<file path="config.mk">
export PLATFORM = sky130hd
export DESIGN_NAME = i2c_bus_arbiter_flat
export DESIGN_NICKNAME = d
export VERILOG_FILES = /design/src/rtl/i2c_bus_arbiter_if.sv /design/src/rtl/i2c_bus_arbiter.sv /design/src/flat_wrapper.sv
export SDC_FILE = /design/constraint.sdc
export NUM_CORES = 1
export LEC_CHECK = 0
export BUFFER_PORTS_ARGS = -buffer_cell sky130_fd_sc_hd__clkbuf_2
export CAP_MARGIN = 20
export CORE_ASPECT_RATIO = 0.7
export CORE_MARGIN = 8
export CORE_UTILIZATION = 45
export CTS_CLUSTER_DIAMETER = 200
export CTS_CLUSTER_SIZE = 16
export DETAILED_ROUTE_END_ITERATION = 12
export GPL_TIMING_DRIVEN = 0
export PLACE_DENSITY_LB_ADDON = 0.05
export SYNTH_ARGS = -nofsm -noshare
export SYNTH_HDL_FRONTEND = slang
export SYNTH_SLANG_ARGS = --single-unit
</file>
<file path="constraint.sdc">
create_clock -name clk -period 1.9 [get_ports clk]
set_input_delay 0.19 -clock clk [delete_from_list [all_inputs] [get_ports clk]]
set_output_delay 0.19 -clock clk [all_outputs]
set_load 0.005 [all_outputs]
</file>
<file path="src/rtl/i2c_bus_arbiter_if.sv">
// Bundle of requester-side and controller-side signals of the I2C bus arbiter.
//   req/req_addr/req_data/req_rw : per-requester level request and fields
//   gnt/done/err/rd_data         : per-requester grant, completion, abort, read byte
//   busy/state                   : arbiter status (state: IDLE=0 START=1 BUSY=2 DONE=3)
//   ctl_*                        : handshake with the shared i2c_controller
// Modport master is the arbiter's view; slave is the requesters'/controller's view.
interface i2c_bus_arbiter_if #(
  parameter int NUM_REQ = 4
);
  logic [NUM_REQ-1:0]   req;
  logic [7*NUM_REQ-1:0] req_addr;
  logic [8*NUM_REQ-1:0] req_data;
  logic [NUM_REQ-1:0]   req_rw;
  logic [NUM_REQ-1:0]   gnt;
  logic [NUM_REQ-1:0]   done;
  logic                 err;
  logic [7:0]           rd_data;
  logic                 busy;
  logic [1:0]           state;
  logic                 ctl_enable;
  logic [6:0]           ctl_addr;
  logic [7:0]           ctl_data_in;
  logic                 ctl_rw;
  logic                 ctl_ready;
  logic [7:0]           ctl_data_out;

  modport master (
    input  req, req_addr, req_data, req_rw, ctl_ready, ctl_data_out,
    output gnt, done, err, rd_data, busy, state,
           ctl_enable, ctl_addr, ctl_data_in, ctl_rw
  );

  modport slave (
    output req, req_addr, req_data, req_rw, ctl_ready, ctl_data_out,
    input  gnt, done, err, rd_data, busy, state,
           ctl_enable, ctl_addr, ctl_data_in, ctl_rw
  );
endinterface

</file>
<file path="src/rtl/i2c_bus_arbiter.sv">
// Round-robin arbiter and transaction sequencer sharing one i2c_controller
// among NUM_REQ requesters. Captures the winner's fields at grant, runs the
// controller enable/ready handshake, returns read data and a one-cycle done
// pulse, and aborts with err if START or BUSY lasts TIMEOUT cycles.
// Ports:
//   clk   : system clock
//   rst_n : asynchronous active-low reset
//   bus   : i2c_bus_arbiter_if.master (requester and controller signals)
module i2c_bus_arbiter #(
  parameter int NUM_REQ = 4,
  parameter int TIMEOUT = 4096
) (
  input  logic               clk,
  input  logic               rst_n,
  i2c_bus_arbiter_if.master  bus
);
  localparam int PW = (NUM_REQ > 1) ? $clog2(NUM_REQ) : 1;
  localparam int CW = (TIMEOUT > 1) ? $clog2(TIMEOUT) : 1;

  localparam logic [1:0] S_IDLE  = 2'd0;
  localparam logic [1:0] S_START = 2'd1;
  localparam logic [1:0] S_BUSY  = 2'd2;
  localparam logic [1:0] S_DONE  = 2'd3;

  localparam logic [PW-1:0] LAST_IDX = PW'(NUM_REQ - 1);
  localparam logic [CW-1:0] CNT_MAX  = CW'(TIMEOUT - 1);

  logic [1:0]         st;
  logic [PW-1:0]      ptr;
  logic [PW-1:0]      gidx;
  logic [PW-1:0]      sel;
  logic               found;
  logic [CW-1:0]      cnt;
  logic [NUM_REQ-1:0] gnt_r;
  logic [NUM_REQ-1:0] done_r;
  logic               err_r;
  logic               busy_r;
  logic               en_r;
  logic               rw_r;
  logic [6:0]         addr_r;
  logic [7:0]         wdata_r;
  logic [7:0]         rd_r;
  logic [6:0]         addr_arr [NUM_REQ];
  logic [7:0]         data_arr [NUM_REQ];

  for (genvar g = 0; g < NUM_REQ; g++) begin : g_lane
    assign addr_arr[g] = bus.req_addr[7*g +: 7];
    assign data_arr[g] = bus.req_data[8*g +: 8];
  end

  // Search upward from ptr with explicit wrap so non-power-of-two counts work.
  always_comb begin
    int unsigned idx;
    logic [PW-1:0] cand;
    found = 1'b0;
    sel   = '0;
    idx   = 0;
    cand  = '0;
    for (int unsigned k = 0; k < NUM_REQ; k++) begin
      idx = 32'(ptr) + k;
      if (idx >= NUM_REQ) idx = idx - NUM_REQ;
      cand = PW'(idx);
      if (!found && bus.req[cand]) begin
        found = 1'b1;
        sel   = cand;
      end
    end
  end

  always_ff @(posedge clk or negedge rst_n) begin
    if (!rst_n) begin
      st      <= S_IDLE;
      ptr     <= '0;
      gidx    <= '0;
      cnt     <= '0;
      gnt_r   <= '0;
      done_r  <= '0;
      err_r   <= 1'b0;
      busy_r  <= 1'b0;
      en_r    <= 1'b0;
      rw_r    <= 1'b0;
      addr_r  <= '0;
      wdata_r <= '0;
      rd_r    <= '0;
    end else begin
      done_r <= '0;
      err_r  <= 1'b0;
      case (st)
        S_IDLE: begin
          if (found && bus.ctl_ready) begin
            gnt_r   <= NUM_REQ'(1) << sel;
            gidx    <= sel;
            addr_r  <= addr_arr[sel];
            wdata_r <= data_arr[sel];
            rw_r    <= bus.req_rw[sel];
            en_r    <= 1'b1;
            busy_r  <= 1'b1;
            cnt     <= '0;
            st      <= S_START;
          end
        end
        S_START: begin
          if (!bus.ctl_ready) begin
            en_r <= 1'b0;
            cnt  <= '0;
            st   <= S_BUSY;
          end else if (cnt == CNT_MAX) begin
            en_r   <= 1'b0;
            done_r <= gnt_r;
            err_r  <= 1'b1;
            st     <= S_DONE;
          end else begin
            cnt <= cnt + 1'b1;
          end
        end
        S_BUSY: begin
          if (bus.ctl_ready) begin
            done_r <= gnt_r;
            if (rw_r) rd_r <= bus.ctl_data_out;
            st <= S_DONE;
          end else if (cnt == CNT_MAX) begin
            done_r <= gnt_r;
            err_r  <= 1'b1;
            st     <= S_DONE;
          end else begin
            cnt <= cnt + 1'b1;
          end
        end
        S_DONE: begin
          gnt_r  <= '0;
          busy_r <= 1'b0;
          ptr    <= (gidx == LAST_IDX) ? '0 : gidx + 1'b1;
          st     <= S_IDLE;
        end
        default: st <= S_IDLE;
      endcase
    end
  end

  assign bus.gnt         = gnt_r;
  assign bus.done        = done_r;
  assign bus.err         = err_r;
  assign bus.rd_data     = rd_r;
  assign bus.busy        = busy_r;
  assign bus.state       = st;
  assign bus.ctl_enable  = en_r;
  assign bus.ctl_addr    = addr_r;
  assign bus.ctl_data_in = wdata_r;
  assign bus.ctl_rw      = rw_r;
endmodule

</file>
<file path="src/flat_wrapper.sv">
// flat-port wrapper written by rule: the top's interface ports become plain ports
module i2c_bus_arbiter_flat 
#(
  parameter int NUM_REQ = 4,
  parameter int TIMEOUT = 4096
)
  (clk, rst_n, bus_req, bus_req_addr, bus_req_data, bus_req_rw, bus_ctl_ready, bus_ctl_data_out, bus_gnt, bus_done, bus_err, bus_rd_data, bus_busy, bus_state, bus_ctl_enable, bus_ctl_addr, bus_ctl_data_in, bus_ctl_rw);
  i2c_bus_arbiter_if #(.NUM_REQ(NUM_REQ)) bus_i ();
  input  logic clk;
  input  logic rst_n;
  input wire logic [$bits(bus_i.req)-1:0] bus_req;
  input wire logic [$bits(bus_i.req_addr)-1:0] bus_req_addr;
  input wire logic [$bits(bus_i.req_data)-1:0] bus_req_data;
  input wire logic [$bits(bus_i.req_rw)-1:0] bus_req_rw;
  input wire logic [$bits(bus_i.ctl_ready)-1:0] bus_ctl_ready;
  input wire logic [$bits(bus_i.ctl_data_out)-1:0] bus_ctl_data_out;
  output wire logic [$bits(bus_i.gnt)-1:0] bus_gnt;
  output wire logic [$bits(bus_i.done)-1:0] bus_done;
  output wire logic [$bits(bus_i.err)-1:0] bus_err;
  output wire logic [$bits(bus_i.rd_data)-1:0] bus_rd_data;
  output wire logic [$bits(bus_i.busy)-1:0] bus_busy;
  output wire logic [$bits(bus_i.state)-1:0] bus_state;
  output wire logic [$bits(bus_i.ctl_enable)-1:0] bus_ctl_enable;
  output wire logic [$bits(bus_i.ctl_addr)-1:0] bus_ctl_addr;
  output wire logic [$bits(bus_i.ctl_data_in)-1:0] bus_ctl_data_in;
  output wire logic [$bits(bus_i.ctl_rw)-1:0] bus_ctl_rw;
  assign bus_i.req = bus_req;
  assign bus_i.req_addr = bus_req_addr;
  assign bus_i.req_data = bus_req_data;
  assign bus_i.req_rw = bus_req_rw;
  assign bus_i.ctl_ready = bus_ctl_ready;
  assign bus_i.ctl_data_out = bus_ctl_data_out;
  assign bus_gnt = bus_i.gnt;
  assign bus_done = bus_i.done;
  assign bus_err = bus_i.err;
  assign bus_rd_data = bus_i.rd_data;
  assign bus_busy = bus_i.busy;
  assign bus_state = bus_i.state;
  assign bus_ctl_enable = bus_i.ctl_enable;
  assign bus_ctl_addr = bus_i.ctl_addr;
  assign bus_ctl_data_in = bus_i.ctl_data_in;
  assign bus_ctl_rw = bus_i.ctl_rw;
  i2c_bus_arbiter #(.NUM_REQ(NUM_REQ), .TIMEOUT(TIMEOUT)) u_core (.clk(clk), .rst_n(rst_n), .bus(bus_i));
endmodule
</file>
==> results by group, run 1 <==
Status
  – Status: finished, final reports clean

Place
  – # placed instances: 505
  – Buffers added on ports: 115
  – GP Congestion: just under 0.8
  – Detail Placement HPWL: 6490 um

Synthesis
  – Post-Synth Adder-Cell Area: 0.0288
  – Avg Cell Area, Syn: just over 10 um2
  – Largest family of logic cells by synthesized area: compound AO/OA/AOI/OAI gates
  – Post-synthesis sequential area ratio: 0.436
  – Synth warnings: 0
  – Syn nets: about 380
  – Distinct cells, synth: 48
  – Most common cell in the synthesized netlist: dfrtp_1
  – Top post-synthesis cells by count: dfrtp_1 (53), nor2_1 (29), a211oi_2 (20)
  – Main area contributors after synthesis: dfrtp_1 (44%), a211oi_2 (8.2%), mux2i_1 (5.6%), mux2_2 (4.1%), nor2_1 (3.6%)
  – Synthesized instance count: a little under 300
  – Top FF cell, synth: dfrtp_1
  – Synth Area in Compound Gates: 0.240
  – Mapped cell area: 0.00304 mm2
  – Synth Register Bits: 53
  – Ys async rst share: 1.00
  – Mux cell area share after synthesis: 0.0967
  – Dominant cell type by area after synthesis: dfrtp_1
  – Simple-Gate Fraction of Synth Area: 0.154
  – Post-synthesis xor/xnor area fraction: 0
  – Post-synth EDFFs: 0
  – Yosys top cell area share: 0.436

Clock tree
  – Clock Sinks: 53
  – TritonCTS buffer count: 5
  – Reg clk slew, reported paths: 100 ps
  – CTS tree: built
  – CTS H-Tree Depth: 2
  – Clk_lat worst skew: between 300 and 400 ps
  – Maximum buffer depth of the clock tree: 2
  – Root Driver: clkbuf_8

Worst setup path
  – CP Max Fanout: 8
  – CP required: about 2100 ps
  – Setup crit start kind: flop
  – WP data arrival: about 2100 ps
  – Setup crit end kind: flop
  – WS Path Type: reg -> reg

Drt
  – DRT Pass-1 Iters: 4
  – Initial DRC Count: 164
  – Final WL: about 8700 um
  – Average wire per standard cell: 16.7 um
  – Remaining antenna violation count after routing: 0
  – DR vias/cell: between 5 and 6
  – Remaining DRCs: 0
  – Vias: around 2800

Pwr
  – Peak VDD IR: between 0.5 and 0.6 mV
  – Pwr Total: about 5.1 mW
  – Power density over the cells: 1240 mW/mm2
  – Pleak: 2.03 nW

Final layout
  – Layout cells sized above 1: 0.477
  – Synthesis-to-finish area growth: 34.8%
  – Fill count: a little under 600
  – Post-route insts no fill: 522
  – Final Core Density: 0.618
  – Footprint of the multi-input gates: 0.00171 mm2
  – Sequential Area: between 0.001 and 0.0015 mm2
  – Diode count: 0
  – Final #Nets: slightly above 500

Floorplanning
  – Vert. Die Dim: ~85 um
  – Die area: approximately 0.0097 mm2
  – Die Span X: around 110 um
  – Core ar.: roughly 0.0066 mm2
  – Std cell rows: 25
  – # IOs: 116
  – Initial Util: 0.458

Timing
  – Number of setup violations in the final report: 0
  – Slew @ Worst Pin: approximately 760 ps
  – Minimum clock period: approximately 1900 ps
  – Final Hold Vio Count: 0
  – Slew Viols, Final: 0
  – Fmax: ~530 MHz
  – Unrepaired setup endpoints after global routing: yes
  – Period utilisation layout: 0.986
  – Rel. slew slack: 0.493
  – Skew final: between 10 and 15 ps

Global route
  – Gr busiest metal: met2
  – GR Util met2: 0.265
  – First-pass GRT wire length: between 10000 and 15000 um
  – Grt ovf: 0
  – Grt met1 use: 0.246
  – All-Layer GR Usage: 0.177
  – Vias in the first global route: roughly 2800
  – Largest net degree at the start of global routing: between 50 and 60
  – Initial antenna violation count: 0
  – M3 GR Usage: 0.0458

Run
  – Max cap viols: 0

Hold path
  – Worst min path class: in -> reg
==> layout by cell type, fill, tap and decap left out, drive strengths merged, types with 2 or more instances in the layout <==
cell type | Yosys | final
a21oi | 17 | 17
dfrtp | 53 | 53
or4 | 2 | 2
ha | 7 | 7
and2 | 5 | 5
nor3b | 3 | 3
clkbuf | 12 | 129
or2 | 2 | 2
a211oi | 34 | 34
and3 | 18 | 18
nand4 | 2 | 2
inv | 7 | 7
a22o | 3 | 3
nor2 | 30 | 30
nor3 | 2 | 2
a21o | 6 | 6
nand3 | 5 | 5
buf | 6 | 18
nand2 | 17 | 17
mux2i | 17 | 17
a31oi | 3 | 3
o21ai | 15 | 15
o41ai | 2 | 2
a32o | 2 | 2
mux2 | 11 | 11
nand2b | 2 | 2
o22a | 2 | 2
==> timing repair <==
item / CTS / global route
pin swaps: 0 / 6
endpoints found under the setup margin: 38 / 34
buffers inserted: 2 / 10
endpoints found under the hold margin: 48 / 0
hold buffers: 1 / 0
resized for setup: 20 / 21
==> critical path: stages (launching register included) <==
cell and delay, ps:
dfrtp_1 390, ha_2 220, nand2_4 80, or4_4 600, a32o_2 250, a22o_1 230
==> state kept, by name, indices dropped and copies added (netlist names), 4 cells and up <==
name                    cells
u_core.bus.ctl_addr         7
u_core.bus.gnt              4
u_core.bus.ctl_data_in      8
u_core.bus.rd_data          8
u_core.bus.done             4
u_core.cnt                 12
==> stage by stage <==
step / hold WS, ps / TNS (ps) / setup slack (ps) / area (um2)
floorplan: -106 / 0 / 71.0 / 3040
global placement: 424 / -5240 / -243 / 3730
detailed placement: 339 / -6290 / -276 / 3730
CTS: 91.4 / -1.67 / -1.67 / 3950
global route: 101 / -161 / -43.6 / 4100
finish: 104 / 0 / 27.0 / 4100
==> routing by layer <==
layer  up-vias  wire, um
met5         -         0
met3        10       607
met2        95      3780
met1      1327      4240
li1       1357         -
met4         0        81
==> final timing paths <==
| kind | slack [ps] | startpoint | to | cells after the start |
|---|---|---|---|---|
| worst max register to register | 30 | u_core.cnt[0] | u_core.bus.ctl_enable | 5 |
| min in group asynchronous | 500 | rst_n | u_core.cnt[1] | 2 |
| worst min register to register | 510 | u_core.bus.gnt[1] | u_core.bus.gnt[1] | 2 |
| max in group asynchronous | 910 | rst_n | u_core.bus.rd_data[7] | 2 |
| worst min-delay path | 100 | bus_ctl_data_out[7] | u_core.bus.rd_data[7] | 2 |
| worst max-delay path | 30 | u_core.cnt[0] | u_core.bus.ctl_enable | 5 |
==> power breakdown <==
group          total, mW  internal [mW]  switching, mW
sequential          1.73           1.49          0.233
clock              0.789          0.396          0.393
combinational       2.55           1.22           1.32
total               5.06           3.11           1.95
==> cell type report <==
class / count / share of cell area
plain buffers: 14 / 0.0272
clock buffers: 6 / 0.0177
clock inverters: 2 / 0.00947
inverters: 7 / 0.00641
multi-input cells: 218 / 0.418
flip-flops and latches: 53 / 0.324
well taps: 94 / 0.0287
repair buffers: 128 / 0.169
==> kinds of logic (layout without fill, tap and decap cells) <==
kind of cell,count (synthesis),after routing
adders and majority gates,7,7
DFF,53,53
AOI/OAI and AO/OA,91,91
muxes,28,28
and+or+nand+nor,92,92
buffers and inverters,25,157
(Power assumes the default switching activity.)
==> run 2, diff against run 1 <==
--- a/config.mk
+++ b/config.mk
@@ -9,7 +9,8 @@
 export CAP_MARGIN = 20
 export CORE_ASPECT_RATIO = 0.7
 export CORE_MARGIN = 8
-export CORE_UTILIZATION = 45
+export CORE_UTILIZATION = 46
+export CTS_BUF_LIST = sky130_fd_sc_hd__clkbuf_4
 export CTS_CLUSTER_DIAMETER = 200
 export CTS_CLUSTER_SIZE = 16
 export DETAILED_ROUTE_END_ITERATION = 12
==> run 2 against run 1 <==
Effect of this change: cell area down 1.4%; clock-buffer cell count down 1; die area down 1.8%; fmax up 1.4%; register-to-register slack better by 30 ps; final cell count down 2.9%; hold slack worse by 66 ps; clock skew down 1.5 ps; core utilization up 2.3 points; highest routed layer unchanged.
==> results by group, run 2 (synthesis gave the netlist of run 1 again) <==
Floorplanning
  – Initial Util: 0.482 (+0.0236)
  – Std cell rows: 24 (-4.0%)
  – # IOs: 116 (unchanged)
  – Die Span X: 113 um (-0.94%)
  – Core ar.: 0.00631 mm2 (-4.9%)
  – Die area: 0.00951 mm2 (-1.8%)
  – Vert. Die Dim: 84.0 um (-0.88%)

Timing
  – Period utilisation layout: 0.972 (-0.0138)
  – Rel. slew slack: 0.284 (-0.209)
  – Final worst slack: 53.3 ps (+26.3 ps)
  – Slew @ Worst Pin: 1060 ps (+300 ps)
  – Slew Viols, Final: 0 (unchanged)
  – Number of setup violations in the final report: 0 (unchanged)
  – Minimum clock period: 1850 ps (-26.3 ps)
  – Setup TNS Final: 0 ps (unchanged)
  – Fmax: 541 MHz (+1.4%)
  – Skew final: 9.34 ps (-1.51 ps)
  – Final Hold Vio Count: 0 (unchanged)

Pwr
  – Net Switching: 1.95 mW (+0.13%)
  – Clock power frac: 0.111 (-0.045)
  – Internal: 2.85 mW (-8.4%)
  – Logic gate share of total power: 0.530 (+0.027)
  – Reg power frac: 0.360 (+0.019)
  – Sw Ratio: 0.407 (+0.0212)
  – Peak VDD IR: 0.603 mV (+3.8%)
  – Pleak: 2.00 nW (-1.3%)
  – Power density over the cells: 1190 mW/mm2 (-3.8%)

Final layout
  – Most frequent cells in the layout: clkbuf_2 (118), dfrtp_1 (53), nor2_1 (28)
  – Most common cell after layout, fill and taps aside: clkbuf_2
  – Largest register FFs: 12 (unchanged)
  – Post-route insts no fill: 507 (-2.9%)
  – Layout cells sized above 1: 0.474 (-0.00234)
  – Final #Nets: 513 (unchanged)
  – Synthesis-to-finish area growth: 32.9%
  – Layout Cell Area excl Fill: 0.00404 mm2 (-1.4%)
  – Largest Register: u_core.cnt

Clock tree
  – TritonCTS buffer count: 5 (unchanged)
  – Reg clk slew, reported paths: 160 ps (+60 ps)
  – CTS tree: built
  – Maximum buffer depth of the clock tree: 2 (unchanged)
  – Root Driver: clkbuf_4
  – CTS H-Tree Depth: 2 (unchanged)
  – Clock Sinks: 53 (unchanged)
  – Clk_lat worst skew: 380 ps (+60 ps)

Global route
  – Largest net degree at the start of global routing: 31 (-43%)
  – First-pass GRT wire length: 13900 um (-0.15%)
  – All-Layer GR Usage: 0.178 (+0.000826)
  – Initial antenna violation count: 0 (unchanged)
  – Grt ovf: 0 (unchanged)
  – Vias in the first global route: 2830 (+0.25%)

Worst setup path
  – Reg-to-Reg End: u_core.cnt[6]
  – CP Max Fanout: 10 (+2)
  – CP Launch Point: u_core.bus.state[0]
  – Worst setup path endpoint: u_core.cnt[6]
  – Setup crit end kind: flop
  – WS Path Type: reg -> reg
  – Reg2Reg Depth: 7 (+2)
  – Reg2reg setup slack: 50 ps (+30 ps)
  – Setup crit start kind: flop
  – CP required: 2190 ps (+90 ps)
  – WP data arrival: 2130 ps (+50 ps)
  – Reg-to-reg startpoint: u_core.bus.state[0]

Drt
  – Average wire per standard cell: 17.4 um (+4.2%)
  – Vias: 2817 (+1.0%)
  – DR vias/cell: 5.56 (+4.0%)
  – Initial DRC Count: 154 (-6.1%)
  – Remaining DRCs: 0 (unchanged)
  – Remaining antenna violation count after routing: 0 (unchanged)
  – Final WL: 8820 um (+1.3%)
  – DRT Pass-1 Iters: 4 (unchanged)

Hold path
  – Worst min path class: in -> reg

Place
  – Buffers added on ports: 115 (unchanged)
  – # placed instances: 490 (-3.0%)
  – Detail Placement HPWL: 6580 um (+1.4%)
  – Placed cell area: 0.00374 mm2 (+0.13%)
  – GP Congestion: 0.820 (+3.2%)
  – DP Worst Slack: -274 ps (+2.61 ps)

Status
  – Status: finished, final reports clean

Run
  – Max cap viols: 0 (unchanged)
[run 2: cell types whose count changed in the layout (fill, tap and decap cells not counted), moves of 2 or more]
cell and delta:
ha_2 -2, clkbuf_4 +4, ha_4 +2, clkbuf_8 -6
[run 2: worst min path at each step]
| stage | start | endpoint | slack, ps | cells after the start |
|---|---|---|---|---|
| 2_1_floorplan | rst_n | u_core.bus.busy | -110 | 0 |
| 3_3_place_gp | bus_ctl_data_out[2] | u_core.bus.rd_data[2] | 430 | 2 |
| 3_5_place_dp | rst_n | u_core.bus.state[1] | 340 | 1 |
| 4_1_cts | bus_ctl_data_out[6] | u_core.bus.rd_data[6] | 30 | 2 |
| 5_1_grt | bus_ctl_data_out[2] | u_core.bus.rd_data[2] | 10 | 2 |
| 6_report | bus_ctl_data_out[6] | u_core.bus.rd_data[6] | 40 | 2 |
[run 2: timing repair]
item                                    CTS  global route
endpoints found under the setup margin   39            35
gates resized for setup                  12            27
hold buffers                              1             0
buffers inserted                          3             8
pin swaps                                 1             4
hold endpoints to repair                 29             0
[run 2: through the flow]
step                utilization  hold WS, ps  power (mW)
global route              0.640         10.5        5.18
detailed placement        0.593          336        4.02
floorplan                     -         -106        3.19
finish                    0.641         38.3        4.80
CTS                       0.612         25.0        4.62
global placement          0.589          426        3.96
[run 2: area by class of cell]
type                            instances  area [um2]
Clock buffer                            5        37.5
Multi-Input combinational cell        218        1730
Sequential cell                        53        1330
Fill cell                             547        2270
Timing Repair Buffer                  128         696
Inverter                                7        26.3
Clock inverter                          3        21.3
Buffer                                 14         104
Tap cell                               78        97.6
Antenna cell                            1        2.50
[run 2: routing by layer]
layer	wire length [um]	GRT usage	up-vias
li1	-	-	1369
met3	667	0.0462	6
met5	0	0	-
met1	4330	0.257	1321
met4	51	0.0265	0
met2	3760	0.262	121
[run 2: power by group through the flow]
stage	clock network (mW)	logic [mW]	registers [mW]
after floorplan	0	1.44	1.75
after global placement	0	2.22	1.74
after detailed placement	0	2.26	1.76
after CTS	0.554	2.34	1.72
after global routing	0.598	2.81	1.78
final	0.531	2.54	1.73
[run 2: critical path, cell delays in order, from the launching register on]
cell      delay [ps]
dfrtp_1          420
inv_2            120
ha_4             190
and3b_1          220
a211o_4          360
clkbuf_4         210
a31oi_4          190
nor2_1            50
